$ cat src/rtl/mem_copy_engine.sv
// mem_copy_engine: word-copy DMA initiator on the data-memory port (one read then one write per word).
// Optional running checksum of words read: define MEMCPY_CHECKSUM_EN to enable; otherwise checksum_o is tied to 0.
module mem_copy_engine #(
    parameter int ADDR_W = 32,
    parameter int DATA_W = 32,
    parameter int LEN_W  = 11
) (
    input  logic              clk_i,
    input  logic              rst_ni,
    input  logic              start_i,
    input  logic [ADDR_W-1:0] src_addr_i,
    input  logic [ADDR_W-1:0] dst_addr_i,
    input  logic [LEN_W-1:0]  len_i,
    input  logic              abort_i,
    output logic              busy_o,
    output logic              done_o,
    output logic              aborted_o,
    output logic [DATA_W-1:0] checksum_o,
    output logic [ADDR_W-1:0] mem_a_o,
    output logic [DATA_W-1:0] mem_wd_o,
    output logic              mem_we_o,
    input  logic [DATA_W-1:0] mem_rd_i
);
    localparam logic [2:0] IDLE = 3'd0;
    localparam logic [2:0] RD   = 3'd1;
    localparam logic [2:0] WR   = 3'd2;
    localparam logic [2:0] FIN  = 3'd3;
    localparam logic [2:0] ABT  = 3'd4;

    logic [2:0]        state_q, state_d;
    logic [ADDR_W-1:0] src_q, src_d, dst_q, dst_d;
    logic [LEN_W-1:0]  len_q, len_d, idx_q, idx_d;
    logic [DATA_W-1:0] buf_q, buf_d;
    logic              accept;

    assign accept = (state_q == IDLE) && start_i;

    // Next-state and datapath: capture on start, latch read word in RD, advance index in WR
    always_comb begin
        state_d = state_q;
        src_d   = src_q;
        dst_d   = dst_q;
        len_d   = len_q;
        idx_d   = idx_q;
        buf_d   = buf_q;
        case (state_q)
            IDLE: if (start_i) begin
                src_d   = src_addr_i;
                dst_d   = dst_addr_i;
                len_d   = len_i;
                idx_d   = '0;
                state_d = (len_i != '0) ? RD : FIN;
            end
            RD: begin
                buf_d   = mem_rd_i;
                state_d = abort_i ? ABT : WR;
            end
            WR: begin
                idx_d   = idx_q + LEN_W'(1);
                state_d = abort_i ? ABT : ((idx_q + LEN_W'(1) == len_q) ? FIN : RD);
            end
            default: state_d = IDLE;
        endcase
    end

    // State registers; async reset stops a copy at once since mem_we is decoded from state
    always_ff @(posedge clk_i or negedge rst_ni) begin
        if (!rst_ni) begin
            state_q <= IDLE;
            src_q   <= '0;
            dst_q   <= '0;
            len_q   <= '0;
            idx_q   <= '0;
            buf_q   <= '0;
        end else begin
            state_q <= state_d;
            src_q   <= src_d;
            dst_q   <= dst_d;
            len_q   <= len_d;
            idx_q   <= idx_d;
            buf_q   <= buf_d;
        end
    end

    assign busy_o    = (state_q == RD) || (state_q == WR);
    assign done_o    = (state_q == FIN);
    assign aborted_o = (state_q == ABT);
    assign mem_we_o  = (state_q == WR);
    assign mem_a_o   = (state_q == RD) ? src_q + ADDR_W'(idx_q) :
                       (state_q == WR) ? dst_q + ADDR_W'(idx_q) : '0;
    assign mem_wd_o  = (state_q == WR) ? buf_q : '0;

`ifdef MEMCPY_CHECKSUM_EN
    logic [DATA_W-1:0] chk_q, chk_d;

    // Checksum clears on an accepted start, accumulates each word read, holds otherwise
    always_comb chk_d = accept ? '0 : (state_q == RD) ? chk_q + mem_rd_i : chk_q;

    // Checksum register
    always_ff @(posedge clk_i or negedge rst_ni) begin
        if (!rst_ni) chk_q <= '0;
        else chk_q <= chk_d;
    end

    assign checksum_o = chk_q;
`else
    assign checksum_o = '0;
`endif
endmodule

$ cat config.mk
export PLATFORM = sky130hd
export DESIGN_NAME = mem_copy_engine
export DESIGN_NICKNAME = d
export VERILOG_FILES = /design/src/rtl/mem_copy_engine.sv
export SDC_FILE = /design/constraint.sdc
export NUM_CORES = 1
export LEC_CHECK = 0
export BUFFER_PORTS_ARGS = -buffer_cell sky130_fd_sc_hd__buf_2
export CORE_ASPECT_RATIO = 1.25
export CORE_MARGIN = 4
export CORE_UTILIZATION = 39
export DETAILED_ROUTE_END_ITERATION = 7
export PLACE_DENSITY = 0.67
export SETUP_SLACK_MARGIN = 0.5
export SKIP_LAST_GASP = 1
export SLEW_MARGIN = 20
export SYNTH_ARGS = -nofsm -noshare
export SYNTH_HDL_FRONTEND = slang
export SYNTH_SLANG_ARGS = --single-unit
$ cat constraint.sdc
create_clock -name clk_i -period 3.4 [get_ports clk_i]
set_input_delay 0.68 -clock clk_i [delete_from_list [all_inputs] [get_ports clk_i]]
set_output_delay 0.68 -clock clk_i [all_outputs]
set_load 0.02 [all_outputs]
==> flow_summary.yaml <==
status:
  status: "finished, violations left"
  violations: "negative setup slack"
yosys:
  synth.ff_latch_count: 121
  async_reset_ff_frac: 1.00
  ys_warn_count: 0
  synth_ff_type: "dfrtp_1"
  yosysSeqAreaShare: 0.414
  synth_area_sq_um: 7320
  avgSynthCellArea_sq_um: 9.62
  synth_edf_count: 0
  syn_inst: 761
  synth.distinct_cells: 53
run:
  drv_cap: 0
timing:
  max_freq_ghz: 0.270
  skew_ns: 0.00722
  finalSetupViolCount: 22
  finalCritPeriodShare: 1.09
  relSlewSlack: 0.557
  rsz0062_at_grt: "yes"
  finalHoldViolCount: 0
  slew_viol_final: 0
  finalSetupTns_ns: -4.67
  max_slew.worst_pin.slew_ns: 0.664
  setup_slack_ns: -0.302
  layout_min_cycle_time_ns: 3.70
cells_and_area:
  syn_to_final_growth_pct: 35.3
  n_fill_cell: 1617
  layout-drive-gt1-share: 0.421
  finalNonFillerCells: 1204
  mostFrequentLayoutCells: "buf_2, nand2_1, dfrtp_1"
  final_common_cell: "buf_2"
  finalNetCount: 1098
critical_path:
  required_ns: 2.72
  worstPathCellList: "ha_4, a21o_1, or3b_1, or4_4, a31oi_4, buf_12, nand3b_1, xor2_1, o22ai_2, buf_4"
  critPathLaunchType: "flip-flop"
  critPathArrivalTime_ns: 3.02
  critPathMaxStageDelay_ns: 0.44
  rr_worst_depth: 5
  critPathKind: "flip-flop to primary output"
  cp-end-kind: "primary output"
  cpMaxStageDelayCell: "or4_4"
  crit_fanout: 11
die:
  die_area_sq_um: 21000
  die_width_microns: 131
  core_sq_um: 18300
  die_h_microns: 161
  initial_utilization: 0.400
  rows: 55
  design.portCount: 211
detailed_routing:
  dr.pass1.iters: 4
  vias: 6232
  drt-wirelength-per-cell_microns: 16.9
  wl_mm: 20.3
  vias_per_cell: 5.18
  drcViolationCount: 0
  ant_nets: 0
  drtIter0Drc: 306
clocking:
  h-tree-depth: 4
  cts_tree: "yes"
  clockBufferDepth: 2
  path_clk_slew_ns: 0.06
  worstSkewPairLatency_ns: 0.42
  clkSinkCount: 121
  cts_hold_buf: 0
  cts-root-buf: "clkbuf_16"
  numCtsBuffers: 17
power_and_ir_drop:
  power_mw: 7.59
  power.density_nw_per_um2: 767
  power_leakage_nw: 4.64
  ir_drop_mv: 0.420
global_route:
  antenna_found_initial: 2
  grt_max_degree: 50
  grt.overflow.total: 0
  grt_use_total: 0.190
  grt_pass1_wl_mm: 31.8
  grt_pass1_vias: 6283
min_path:
  hp-class: "input pin to asynchronous set/reset pin"
place:
  place.gp.congestion: 0.838
  dp.final_hpwl_mm: 14.6
  port_buffers: 178
  place_inst: 1154
where the power goes:
part / internal [mW] / total (mW) / switching (mW)
Sequential: 2.08 / 2.68 / 0.591
Combinational: 1.51 / 3.08 / 1.57
Clock: 1.15 / 1.84 / 0.685
Total: 4.74 / 7.59 / 2.85
what timing repair did:
item / 4_1_cts / 5_1_grt
buffers inserted: 5 / 11
setup endpoints to repair: 33 / 29
cloned: 0 / 1
pin swaps: 5 / 20
resized for setup: 59 / 41
layout make-up:
cell class	instances	area, sq um	area share
timing repair buffer	223	1460	0.147
inverter	9	37.5	0.00379
clock inverter	15	178	0.0179
multi-input combinational	590	4480	0.453
antenna	1	2.50	0.000253
tap	228	285	0.0288
clock buffer	17	425	0.0430
sequential	121	3040	0.307
sequential cells by signal, summed over array words and instances (netlist names):
signal and count:
buf_q 32, dst_q 32, src_q 32, idx_q 11, len_q 11, state_q 3
synth_stat cells, types with 2 or more instances:
cell / number / area [sq um]
nand2_1: 133 / 499
dfrtp_1: 121 / 3030
mux2_2: 74 / 833
xor2_1: 51 / 447
and3_1: 42 / 263
buf_4: 32 / 240
clkbuf_1: 32 / 120
o22ai_1: 31 / 194
xnor2_1: 27 / 236
ha_1: 23 / 288
o21ai_0: 23 / 115
nand3_1: 22 / 110
a21oi_1: 19 / 95.1
nor2_1: 19 / 71.3
nand4_1: 14 / 87.6
inv_1: 9 / 33.8
nor2b_1: 7 / 43.8
nor3_1: 6 / 30.0
o31ai_1: 6 / 45.0
a21o_1: 5 / 37.5
and2_1: 4 / 25.0
and4_1: 4 / 35.0
buf_2: 4 / 20.0
nand2b_1: 4 / 25.0
nand3b_1: 4 / 30.0
nor3b_1: 4 / 30.0
a21boi_0: 3 / 22.5
a31oi_1: 3 / 18.8
buf_1: 3 / 11.3
nor4_1: 3 / 18.8
or3_1: 3 / 18.8
a22o_1: 2 / 17.5
a311o_1: 2 / 20.0
fa_1: 2 / 40.0
o211ai_1: 2 / 15.0
metrics by stage:
stage	area, sq um	hold WS (ns)	setup WS (ns)	utilization
after floorplan	7670	0.384	0.285	-
after global placement	8710	0.449	0.110	0.476
after detailed placement	8710	0.455	0.0862	0.476
after CTS	9560	0.311	-0.344	0.522
after global routing	9900	0.335	-0.413	0.541
final	9900	0.297	-0.302	0.541
critical path, delay by kind of cell, from the launching register on:
family | cells | cell delay, ns
xor gates and xnor gates | 1 | 0.18
buffers and inverters | 2 | 0.33
AOI/OAI and AO/OA | 3 | 0.49
DFF | 1 | 0.40
adders and majority gates | 1 | 0.25
and+or+nand+nor | 3 | 0.95
logic make-up (layout without fill, tap and decap cells):
family                     Yosys count  count (layout)  synth area share
AOI/OAI and AO/OA                  107             107            0.0929
xor gates and xnor gates            78              78            0.0934
adders and majority gates           25              25            0.0448
buffers and inverters               81             264            0.0597
DFF                                121             121             0.414
muxes                               74              74             0.114
other                                1              33          0.000513
and+or+nand+nor                    274             274             0.181
layer usage:
layer / track usage / up-vias / wire length (microns)
met1: 0.235 / 2985 / 8440
met4: 0.0669 / 4 / 485
met5: 0 / - / 24
met2: 0.314 / 195 / 10000
met3: 0.0569 / 39 / 1350
li1: - / 3009 / -
path summary, 6_finish.rpt:
| path | from | slack [ns] | to |
|---|---|---|---|
| max in group asynchronous | rst_ni | 2.41 | dst_q[3]$_DFFE_PN0P_ |
| worst max-delay path | src_q[6]$_DFFE_PN0P_ | -0.30 | mem_a_o[29] |
| min in group clk_i | mem_rd_i[15] | 0.45 | buf_q[15]$_DFFE_PN0P_ |
| worst min-delay path | rst_ni | 0.30 | src_q[18]$_DFFE_PN0P_ |
| worst min register to register | buf_q[17]$_DFFE_PN0P_ | 0.46 | buf_q[17]$_DFFE_PN0P_ |
| worst max register to register | state_q[1]$_DFFE_PN0P_ | 1.13 | dst_q[22]$_DFFE_PN0P_ |
No activity file was read; power rests on OpenSTA's default activity.
